==> src/rtl/div_clk_mon_pkg.sv <==
// Shared types for the divided-clock monitor.
// State encoding and fault codes reported on fault_code.
package div_clk_mon_pkg;

    typedef enum logic [1:0] {
        IDLE    = 2'd0,
        ACQUIRE = 2'd1,
        LOCKED  = 2'd2,
        FAULT   = 2'd3
    } state_e;

    localparam logic [1:0] FC_NONE  = 2'b00;
    localparam logic [1:0] FC_SHORT = 2'b01;
    localparam logic [1:0] FC_LONG  = 2'b10;
    localparam logic [1:0] FC_STUCK = 2'b11;

endpackage

==> src/rtl/sync_edge_det.sv <==
// Two-flop synchroniser plus edge register for an async level input.
// Produces one-cycle rise/fall strobes; fall can be disabled.
module sync_edge_det #(
    parameter bit FALL_EN = 1'b1
) (
    input  logic clk_i,
    input  logic rst_ni,
    input  logic d_i,
    output logic rise_o,
    output logic fall_o
);

    logic s1_q, s2_q, s3_q;

    // s1/s2 resolve metastability, s3 holds the previous settled level
    always_ff @(posedge clk_i or negedge rst_ni) begin
        if (!rst_ni) begin
            s1_q <= 1'b0;
            s2_q <= 1'b0;
            s3_q <= 1'b0;
        end else begin
            s1_q <= d_i;
            s2_q <= s1_q;
            s3_q <= s2_q;
        end
    end

    assign rise_o = s2_q & ~s3_q;
    assign fall_o = FALL_EN ? (~s2_q & s3_q) : 1'b0;

endmodule

==> src/rtl/div_clk_monitor.sv <==
// Divided-clock monitor: edge ticks, period measurement, lock/fault FSM.
// Optional macro DIV_CLK_MON_FALL_EN: fall ticks and half-period timing.
module div_clk_monitor
    import div_clk_mon_pkg::*;
#(
    parameter int unsigned EXP_HALF = 3000001,
    parameter int unsigned TOL      = 16,
    parameter int unsigned LOCK_CNT = 4,
    parameter int unsigned CNT_W    = 25
) (
    input  logic             clk_in,
    input  logic             rst,
    input  logic             div_clk_in,
    input  logic             fault_clr,
    output logic             tick_rise,
    output logic             tick_fall,
    output logic [CNT_W-1:0] half_period,
    output logic             locked,
    output logic             fault,
    output logic [1:0]       fault_code
);

`ifdef DIV_CLK_MON_FALL_EN
    localparam bit          FALL_EN = 1'b1;
    localparam int unsigned EXP_P   = EXP_HALF;
    localparam int unsigned TOL_P   = TOL;
`else
    localparam bit          FALL_EN = 1'b0;
    localparam int unsigned EXP_P   = 2 * EXP_HALF;
    localparam int unsigned TOL_P   = 2 * TOL;
`endif

    localparam int unsigned LO_I = (EXP_P > TOL_P) ? EXP_P - TOL_P : 0;
    localparam int unsigned GW   = $clog2(LOCK_CNT + 1);

    localparam logic [CNT_W:0]   LO      = (CNT_W+1)'(LO_I);
    localparam logic [CNT_W:0]   HI      = (CNT_W+1)'(EXP_P + TOL_P);
    localparam logic [CNT_W:0]   STUCK   = (CNT_W+1)'(2 * EXP_P);
    localparam logic [CNT_W-1:0] CNT_MAX = '1;

    logic             rise, fall, edge_s;
    logic [CNT_W-1:0] hcnt_q, hcnt_d;
    logic [CNT_W-1:0] half_q, half_d;
    logic [CNT_W:0]   meas;
    logic             in_tol, is_short, is_long, stuck;
    state_e           state_q, state_d;
    logic [GW-1:0]    good_q, good_d;
    logic [1:0]       code_q, code_d;
    logic             tick_rise_q, tick_fall_q;
    logic             locked_q, fault_q;

    sync_edge_det #(
        .FALL_EN(FALL_EN)
    ) u_sync (
        .clk_i (clk_in),
        .rst_ni(rst),
        .d_i   (div_clk_in),
        .rise_o(rise),
        .fall_o(fall)
    );

    // fall is constant 0 when only rising edges are counted
    assign edge_s   = rise | fall;
    assign meas     = {1'b0, hcnt_q} + (CNT_W+1)'(1);
    assign in_tol   = (meas >= LO) && (meas <= HI);
    assign is_short = meas < LO;
    assign is_long  = meas > HI;
    assign stuck    = !edge_s && (meas == STUCK);

    // Interval counter and measurement capture; the IDLE edge is partial
    always_comb begin
        hcnt_d = hcnt_q;
        half_d = half_q;
        if (edge_s) begin
            hcnt_d = '0;
            if (state_q != IDLE) begin
                half_d = meas[CNT_W] ? CNT_MAX : meas[CNT_W-1:0];
            end
        end else if (hcnt_q != CNT_MAX) begin
            hcnt_d = hcnt_q + CNT_W'(1);
        end
    end

    // Lock/fault next state; an edge always takes priority over stuck
    always_comb begin
        state_d = state_q;
        good_d  = good_q;
        code_d  = code_q;
        unique case (state_q)
            IDLE: begin
                if (edge_s) begin
                    state_d = ACQUIRE;
                    good_d  = '0;
                end
            end
            ACQUIRE: begin
                if (edge_s && in_tol) begin
                    if (good_q == GW'(LOCK_CNT - 1)) begin
                        state_d = LOCKED;
                        good_d  = '0;
                    end else begin
                        good_d = good_q + GW'(1);
                    end
                end else if (edge_s || stuck) begin
                    good_d = '0;
                end
            end
            LOCKED: begin
                if (edge_s && is_short) begin
                    state_d = FAULT;
                    code_d  = FC_SHORT;
                end else if (edge_s && is_long) begin
                    state_d = FAULT;
                    code_d  = FC_LONG;
                end else if (stuck) begin
                    state_d = FAULT;
                    code_d  = FC_STUCK;
                end
            end
            FAULT: begin
                if (fault_clr) begin
                    state_d = ACQUIRE;
                    good_d  = '0;
                    code_d  = FC_NONE;
                end
            end
        endcase
    end

    // State, datapath and registered output decodes
    always_ff @(posedge clk_in or negedge rst) begin
        if (!rst) begin
            state_q     <= IDLE;
            good_q      <= '0;
            code_q      <= FC_NONE;
            hcnt_q      <= '0;
            half_q      <= '0;
            tick_rise_q <= 1'b0;
            tick_fall_q <= 1'b0;
            locked_q    <= 1'b0;
            fault_q     <= 1'b0;
        end else begin
            state_q     <= state_d;
            good_q      <= good_d;
            code_q      <= code_d;
            hcnt_q      <= hcnt_d;
            half_q      <= half_d;
            tick_rise_q <= rise;
            tick_fall_q <= fall;
            locked_q    <= (state_d == LOCKED);
            fault_q     <= (state_d == FAULT);
        end
    end

    assign tick_rise   = tick_rise_q;
    assign tick_fall   = tick_fall_q;
    assign half_period = half_q;
    assign locked      = locked_q;
    assign fault       = fault_q;
    assign fault_code  = code_q;

endmodule

==> config.mk <==
export PLATFORM = sky130hd
export DESIGN_NAME = div_clk_monitor
export DESIGN_NICKNAME = d
export VERILOG_FILES = /design/src/rtl/div_clk_mon_pkg.sv /design/src/rtl/sync_edge_det.sv /design/src/rtl/div_clk_monitor.sv
export SDC_FILE = /design/constraint.sdc
export NUM_CORES = 1
export LEC_CHECK = 0
export ABC_AREA = 1
export BUFFER_PORTS_ARGS = -buffer_cell sky130_fd_sc_hd__buf_2
export CORE_UTILIZATION = 64
export CTS_CLUSTER_SIZE = 24
export DETAILED_ROUTE_END_ITERATION = 16
export PLACE_DENSITY = 0.85
export SLEW_MARGIN = 5
export SYNTH_ARGS = -nofsm -noshare
export SYNTH_HDL_FRONTEND = slang
export SYNTH_SLANG_ARGS = --single-unit
==> constraint.sdc <==
create_clock -name clk_in -period 6.85 [get_ports clk_in]
set_input_delay 0.3425 -clock clk_in [delete_from_list [all_inputs] [get_ports clk_in]]
set_output_delay 0.3425 -clock clk_in [all_outputs]
set_load 0.1 [all_outputs]
==> flow_summary.yaml, run 1 <==
worst_setup_path:
  startpoint: "hcnt_q[0]"
  worst_setup_path_endpoint: "fault_code[1]"
  regToRegSetupSlack_ps: 4050
  worstRegToRegCells: 14
  timing.rr.end: "fault_code[1]"
  timing.critical_path.arrival_ps: 3040
  timing.critical_path.from_type: "register"
  crit_path_end_kind: "register"
  critical_path.max_fanout: 6
  critical_path_class: "reg2reg"
  cp.required_ps: 7080
  r2r-start: "hcnt_q[0]"
timing:
  max_freq_ghz: 0.357
  fin_max_slew_vios: 0
  setup_viol: 0
  clock-skew-final_ps: 7.31
  slew-limit-headroom: 0.404
  timing_hold_violations_final: 0
  grt_setup_unrepaired: "false"
  min_period_over_period: 0.409
  final_worst_path_period_need_ps: 2800
  post_route_setup_tns_ps: 0
  fin_worst_hold_slack_ps: 104
  worst_slew_pin_slew_ps: 892
  final.setup.worst_slack_ps: 4050
drt:
  first_pass_iters: 7
  detailedRoute.firstIterationViolations: 278
  drc: 0
  drt.antenna.violating_nets: 0
  avgRoutedWirePerCell_um: 15.3
  vias: 3548
  wl_mm: 9.50
  average_vias_per_placed_instance: 5.72
synth:
  yosys.area_share.adder: 0.0132
  synth.yosys.seq_area_share: 0.416
  ys_top_cells_by_area: "dfrtp_1 (42%), nand2_1 (11%), nor2_1 (7.9%), inv_1 (4.9%), nand3_1 (4.6%)"
  synth_area_um2: 3790
  synth_compound_area_frac: 0.0891
  synth_top_cell_by_area: "dfrtp_1"
  yosys.area_share.simple: 0.389
  synth.distinct_cells: 36
  yosys.area_share.xor_xnor: 0.0251
  post_synth_most_frequent_cells: "nand2_1 (108), nor2_1 (80), dfrtp_1 (63)"
  yosys_most_used_dff: "dfrtp_1"
  synthMostInstantiatedCell: "nand2_1"
  synth-edff-count: 0
  synth_top_family_by_area: "simple AND/OR/NAND/NOR gates"
  yosys.area.top_type_share: 0.416
  post_synth_inst_count: 507
  ys.warnings.count: 0
  synth.net_count: 515
  synth_seq_cells: 63
  ys_async_sr_fraction: 1.00
  synth.avg_cell_area_um2: 7.48
  synth_mux_area_frac: 0
placement:
  place.detailed.hpwl_mm: 6.94
  numPortBuffers: 33
  dpl_worst_slack_ps: 4130
  place_congestion: 0.943
floorplan:
  io-pin-count: 35
  die_h_um: 79.0
  core_um2: 5610
  floorplan.rows: 27
  design.die.area_um2: 6240
  start_util: 0.676
  fp.dieW_um: 79.0
clock_tree:
  cts.reportedPaths.clkPinSlew_ps: 80
  numClockSinks: 63
  clock_tree_from_tritoncts: "built"
  cts-buffers-inserted: 9
  cts_post_setup_buffers_inserted: 0
  maximum_clock_insertion_buffer_count: 2
  cts.hold.buffers_added: 0
  htree_num_levels: 3
  clk_root_buffer_cell: "clkbuf_8"
  cts-resized-gates: 0
  clk_latency_ps: 350
final_layout:
  num-nets-final: 551
  antenna_cells_inserted: 0
  drive_gt1_frac: 0.201
  final.fill_count: 448
  syn_to_final_growth_pct: 11.1
  regArea_um2: 1580
  multi_input_comb_area_um2: 1960
global_route:
  antenna_violations_before_repair: 0
  globalRouteTotalUtil: 0.336
  grt_max_degree: 64
  grt_pass1_wl_mm: 15.9
  grt.overflow.total: 0
  first_global_vias: 3393
worst_hold_path:
  worst_min_delay_path_category: "in2reg"
  hold_path_startpoint: "div_clk_in"
pwr:
  power_density_nw_per_um2: 427
  total_leakage_power_nw: 2.00
  vdd.ir_drop.worst_v: 0.000606
  final_power_mw: 1.80
run:
  max_cap_viol_count: 0
outcome:
  status: "finished, final reports clean"
==> worst min path at each step <==
stage	endpoint	slack [ps]	cells past startpoint
floorplan	fault	50	0
global route	u_sync.s1_q	100	1
CTS	u_sync.s1_q	100	1
finish	u_sync.s1_q	100	1
detailed placement	u_sync.s2_q	350	0
global placement	u_sync.s2_q	340	0
==> worst max-delay path, stage by stage, from the launching register on <==
cell and delay (ps):
dfrtp_1 450, ha_1 250, nand2_1 110, nor2_4 150, nand3_1 190, xor2_1 540, nand3_1 170, nor2_1 160
nand3_1 120, nor2_1 120, a21oi_1 80, nand3_2 130, nand3_2 100, nand2_1 80, o21ai_1 50
==> cells in the final DEF (no fill, tap or decap), types with 3 or more instances in the layout <==
| cell type | instances |
|---|---|
| o21ai_0 | 27 |
| nand2_4 | 3 |
| buf_2 | 33 |
| nand3_2 | 8 |
| nand2_1 | 108 |
| o21ai_1 | 3 |
| inv_2 | 3 |
| nor2_4 | 12 |
| nor2_2 | 12 |
| nand2_2 | 18 |
| dfrtp_1 | 63 |
| a21oi_1 | 30 |
| nor2_1 | 80 |
| inv_1 | 50 |
| clkinvlp_4 | 3 |
| xnor2_1 | 3 |
| nand4_1 | 10 |
| nand3_1 | 35 |
| xor2_1 | 6 |
| clkbuf_8 | 10 |
| ha_1 | 4 |
| nor3_1 | 7 |
==> state kept, by name (all words and copies together) (netlist names) <==
| name | flops |
|---|---|
| tick_rise | 1 |
| locked | 1 |
| u_sync.s3_q | 1 |
| fault_code | 2 |
| half_period | 25 |
| fault | 1 |
| u_sync.s1_q | 1 |
| state_q | 2 |
| good_q | 3 |
| u_sync.s2_q | 1 |
| hcnt_q | 25 |
==> cells by family (layout without fill, tap and decap cells) <==
kind of cell / count (synthesis) / count (layout)
simple gates: 299 / 299
compound gates: 65 / 65
buf+inv: 65 / 106
flops: 63 / 63
xor+xnor: 10 / 10
fa+ha+maj: 4 / 4
other cells: 1 / 1
==> power by group <==
| part | internal, mW | leakage, nW | total, mW | switching (mW) |
|---|---|---|---|---|
| Sequential | 0.469 | 0.803 | 0.530 | 0.0609 |
| Clock | 0.177 | 0.0916 | 0.334 | 0.157 |
| Combinational | 0.137 | 1.10 | 0.936 | 0.799 |
==> per-stage QoR <==
| stage | utilization | area, µm² | cells |
|---|---|---|---|
| after detailed placement | 0.716 | 4010 | 604 |
| after CTS | 0.751 | 4210 | 620 |
| after global placement | 0.716 | 4010 | 604 |
| after floorplan | - | 3790 | 507 |
| after global routing | 0.751 | 4210 | 620 |
| final | 0.751 | 4210 | 620 |
==> layout make-up <==
type	count	area share
clock inverter	5	0.0137
multi-input combinational	379	0.465
timing repair buffer	35	0.0428
sequential	63	0.374
tap	72	0.0214
inverter	55	0.0490
clock buffer	11	0.0336
==> layer usage <==
layer / vias to the layer above / share of wire / track usage
met5: - / 0 / 0
met4: 0 / 0.018 / 0.158
met3: 18 / 0.064 / 0.0552
met2: 144 / 0.48 / 0.536
met1: 1697 / 0.44 / 0.446
li1: 1689 / - / -
(Power assumes the default switching activity.)
==> run 2: changes to the inputs <==
CORE_UTILIZATION = 54   (was 64)
PLACE_DENSITY = 0.76   (was 0.85)
clock period = 2.52 ns   (was 6.85 ns; I/O delays follow)
==> run 2 against run 1 <==
Against the previous run: sequential share of layout area down 3.9 points; register-to-register slack worse by 4000 ps; critical path depth up 2; count of clock-buffer cells in the layout down 2; highest routed layer unchanged.
==> flow_summary.yaml, run 2 (synthesis gave the netlist of run 1 again) <==
placement:
  placed_area_um2: 4130
  place.detailed.hpwl_mm: 7.47
  numPortBuffers: 33
  place_congestion: 0.946
  dp.cells: 639
worst_setup_path:
  timing.critical_path.from_type: "register"
  timing.critical_path.arrival_ps: 2740
  critical_path.max_fanout: 5
  crit_path_end_kind: "register"
  worstRegToRegCells: 16
  cp.required_ps: 2810
  critical_path_class: "reg2reg"
clock_tree:
  numClockSinks: 63
  htree_num_levels: 3
  clock_tree_from_tritoncts: "built"
  cts-buffers-inserted: 9
  clk_latency_ps: 350
  clk_root_buffer_cell: "clkbuf_8"
  maximum_clock_insertion_buffer_count: 2
  cts.reportedPaths.clkPinSlew_ps: 70
timing:
  min_period_over_period: 0.976
  max_freq_ghz: 0.407
  worst_slew_pin_slew_ps: 749
  clock-skew-final_ps: 10.0
  post_route_setup_tns_ps: 0
  fin_worst_hold_slack_ps: 187
  timing_hold_violations_final: 0
  fin_max_slew_vios: 0
  grt_setup_unrepaired: "true"
  final_worst_path_period_need_ps: 2460
  slew-limit-headroom: 0.500
  setup_viol: 0
final_layout:
  syn_to_final_growth_pct: 24.4
  mostFrequentLayoutCell: "nand2_1"
  final_cell_mix: "nand2_1 (93), nor2_1 (67), dfrtp_1 (61)"
  post_layout_nonfiller_instances: 668
  final.fill_count: 523
  multi_input_comb_area_um2: 2190
  drive_gt1_frac: 0.309
  num-nets-final: 575
  antenna_cells_inserted: 0
  regArea_um2: 1580
  post-route-cell-area_um2: 4720
worst_hold_path:
  min_path_cells: 4
  worst_min_delay_path_category: "in2reg"
drt:
  first_pass_iters: 5
  wl_mm: 10.8
  drc: 0
  average_vias_per_placed_instance: 5.62
  vias: 3751
  drt.antenna.violating_nets: 0
  detailedRoute.firstIterationViolations: 318
  avgRoutedWirePerCell_um: 16.1
global_route:
  globalRouteTotalUtil: 0.291
  grt_pass1_wl_mm: 16.2
  grt.overflow.total: 0
  first_global_vias: 3414
  grt_max_degree: 28
  antenna_violations_before_repair: 0
pwr:
  netSwitchingPower_mw: 2.83
  power_density_nw_per_um2: 1100
  power.switching_fraction: 0.547
  power.share.sequential: 0.278
  internal_power_mw: 2.35
  combinationalPowerShare: 0.511
  clock_power_share: 0.212
  total_leakage_power_nw: 2.18
  vdd.ir_drop.worst_v: 0.00146
  final_power_mw: 5.17
floorplan:
  design.die.area_um2: 7360
  core_um2: 6790
  start_util: 0.558
  die_h_um: 85.8
  floorplan.rows: 30
  io-pin-count: 35
  fp.dieW_um: 85.8
outcome:
  status: "finished, final reports clean"
run:
  max_cap_viol_count: 0
run 2: cell count changes in the layout (fill, tap and decap cells not counted), moves of 6 or more:
cell / change
buf_4: +22
nand2_1: -15
nor2_1: -13
nand2_2: +10
nor2_2: +7
nor2_4: +6
run 2: layer usage:
metal	GRT usage	vias up	share of wire
li1	-	1736	-
met1	0.373	1773	0.41
met2	0.478	189	0.48
met3	0.0529	53	0.067
met4	0.138	0	0.040
met5	0	-	0
run 2: worst paths after layout:
kind | end | startpoint | slack, ps
hold / removal | locked | fault_clr | 190
min in group asynchronous | half_period[9] | rst | 300
hold reg to reg | u_sync.s2_q | u_sync.s1_q | 370
setup / recovery | locked | hcnt_q[7] | 60
setup reg to reg | locked | hcnt_q[7] | 60
max in group asynchronous | half_period[21] | rst | 1480
run 2: cell type report:
type	instances	area share
Multi-Input combinational cell	379	0.465
Clock inverter	7	0.0257
Inverter	55	0.0456
Tap cell	96	0.0255
Timing Repair Buffer	59	0.0775
Clock buffer	9	0.0263
Sequential cell	63	0.335
run 2: metrics by stage:
stage                util  setup slack, ps
detailed placement  0.608             62.6
floorplan               -              325
finish              0.694             60.7
CTS                 0.647             37.7
global placement    0.608              170
global route        0.694            -94.8
run 2: critical path, cell delays in order, from the launching register on:
cell,delay [ps]
dfrtp_1,470
nand2_1,130
nor2_2,240
nand2_4,150
inv_4,110
nand3_4,70
nand2_4,110
inv_2,60
nor2_4,130
nand3_2,110
nor2_4,170
nand3_2,130
nand3_2,130
nand3_4,110
nand2_2,90
nand3_2,100
nor2_2,80
run 2: power groups by stage:
stage	registers, mW	clock network [mW]	logic [mW]
floorplan	3.07	0	0.508
global placement	1.44	0	2.55
detailed placement	1.45	0	2.57
CTS	1.43	1.09	2.59
global route	1.47	1.14	2.75
finish	1.44	1.09	2.64
run 2: timing repair:
item / CTS / global route
endpoints found under the setup margin: 0 / 9
setup buffers: 0 / 11
gates resized for setup: 0 / 63
hold endpoints to repair: 19 / 0
hold buffers: 2 / 0
==> run 3: changes to the inputs <==
CTS_CLUSTER_SIZE = unset   (was 24)
clock period = 2.2 ns   (was 2.52 ns; I/O delays follow)
==> run 3 against run 2 <==
Against the previous run: the flow now finishes with violations (negative setup slack); clock power hardly changed; fmax is 3.4% lower; global-route usage increased by 4.0 points.
==> flow_summary.yaml, run 3 (synthesis gave the netlist of run 1 again) <==
timing:
  max_freq_ghz: 0.393
  final.setup.worst_slack_ps: -345
  grt_setup_unrepaired: "true"
  fin_max_slew_vios: 0
  timing_hold_violations_final: 0
  fin_worst_hold_slack_ps: 195
  setup_viol: 9
  min_period_over_period: 1.16
  clock-skew-final_ps: 9.80
  final_worst_path_period_need_ps: 2550
floorplan:
  die_h_um: 85.8
  floorplan.rows: 30
  fp.dieW_um: 85.8
  start_util: 0.558
  design.die.area_um2: 7360
  io-pin-count: 35
  core_um2: 6790
worst_setup_path:
  timing.critical_path.from_type: "register"
  r2r-start: "hcnt_q[1]"
  critical_path.max_fanout: 5
  timing.rr.end: "fault_code[0]"
  cp.required_ps: 2440
  timing.critical_path.arrival_ps: 2780
  critical_path_class: "reg2reg"
  crit_path_end_kind: "register"
  worstRegToRegCells: 19
  regToRegSetupSlack_ps: -350
  startpoint: "hcnt_q[1]"
  worst_setup_path_endpoint: "fault_code[0]"
outcome:
  status: "finished with violations"
  failed_checks: "negative setup slack"
global_route:
  antenna_violations_before_repair: 0
  first_global_vias: 3975
  globalRouteTotalUtil: 0.331
  grt_pass1_wl_mm: 18.6
  grt_max_degree: 38
  groute.layer.met2.usage: 0.559
  grt.overflow.total: 0
  use_met1: 0.423
  groute.layer.met3.usage: 0.0510
  busiest_layer: "met2"
final_layout:
  syn_to_final_growth_pct: 38.4
  antenna_cells_inserted: 0
  num-nets-final: 631
  mostFrequentLayoutCell: "nand2_1"
  post-route-cell-area_um2: 5250
  drive_gt1_frac: 0.408
  final_cell_mix: "nand2_1 (83), buf_4 (75), nor2_1 (64)"
placement:
  place.detailed.hpwl_mm: 8.00
  numPortBuffers: 33
  placed_area_um2: 4480
  place_congestion: 0.919
drt:
  average_vias_per_placed_instance: 5.65
  drt.antenna.violating_nets: 0
  avgRoutedWirePerCell_um: 17.3
  drc: 0
  first_pass_iters: 5
  wl_mm: 12.5
  vias: 4089
  detailedRoute.firstIterationViolations: 447
clock_tree:
  clk_root_buffer_cell: "clkbuf_8"
  maximum_clock_insertion_buffer_count: 2
  clk_latency_ps: 350
  htree_num_levels: 3
  numClockSinks: 63
  cts.reportedPaths.clkPinSlew_ps: 80
  cts-buffers-inserted: 9
  clock_tree_from_tritoncts: "built"
run:
  max_cap_viol_count: 0
worst_hold_path:
  worst_min_delay_path_category: "in2reg"
  min_path_cells: 4
pwr:
  vdd.ir_drop.worst_v: 0.00124
  final_power_mw: 5.94
  total_leakage_power_nw: 2.44
  power_density_nw_per_um2: 1130
==> run 3: power breakdown <==
part	switching, mW	internal, mW
sequential	0.204	1.46
combinational	2.60	0.561
clock	0.480	0.634
==> run 3: worst min path at each step <==
stage / slack, ps / endpoint / start
after detailed placement: 140 / half_period[0] / rst
after CTS: 170 / locked / fault_clr
after floorplan: -190 / fault / rst
final: 200 / locked / fault_clr
after global placement: 120 / half_period[0] / rst
after global routing: 260 / locked / fault_clr
==> run 3: area by class of cell <==
type                       instances  area [µm²]
clock buffer                      10         128
clock inverter                     6        85.1
fill                             439        1540
inverter                          55         220
multi-input combinational        379        2320
sequential                        63        1580
tap                               96         120
timing repair buffer             114         793
timing repair inverter             1        7.51
==> run 3: per-layer routing <==
layer / wire [µm] / part of all wire
met1: 4860 / 0.39
met2: 6130 / 0.49
met3: 1000 / 0.080
met4: 507 / 0.041
met5: 0 / 0
==> run 3: timing repair <==
item,in CTS,in global routing
hold buffers,2,0
pin swaps,23,39
cloned,0,1
setup buffers,9,10
endpoints found under the setup margin,9,28
gates resized for setup,47,56
endpoints found under the hold margin,64,0
==> run 3: worst max-delay path, stage by stage, from the launching register on <==
cell     delay [ps]
dfrtp_1         420
ha_4            190
nand2_4          60
nor2_4          160
buf_6           140
nand2_8          80
nor2_8          170
nand2_4          70
nand2_4          70
nand2_4          70
nor2_4          130
nand2_4          90
nor2_4          110
nand3_2          80
nand3_2         110
nand3_2          90
nand3_2         110
nand3_2          90
nand2_1         100
o21ai_2          60
==> run 3: stage by stage <==
step | std cells | setup TNS (ps) | utilization | setup WS [ps]
finish | 724 | -2740 | 0.773 | -345
global route | 724 | -4000 | 0.773 | -484
CTS | 713 | -1230 | 0.731 | -178
detailed placement | 686 | -2660 | 0.660 | -413
global placement | 686 | -1700 | 0.660 | -295
floorplan | 507 | 0 | - | 5.39
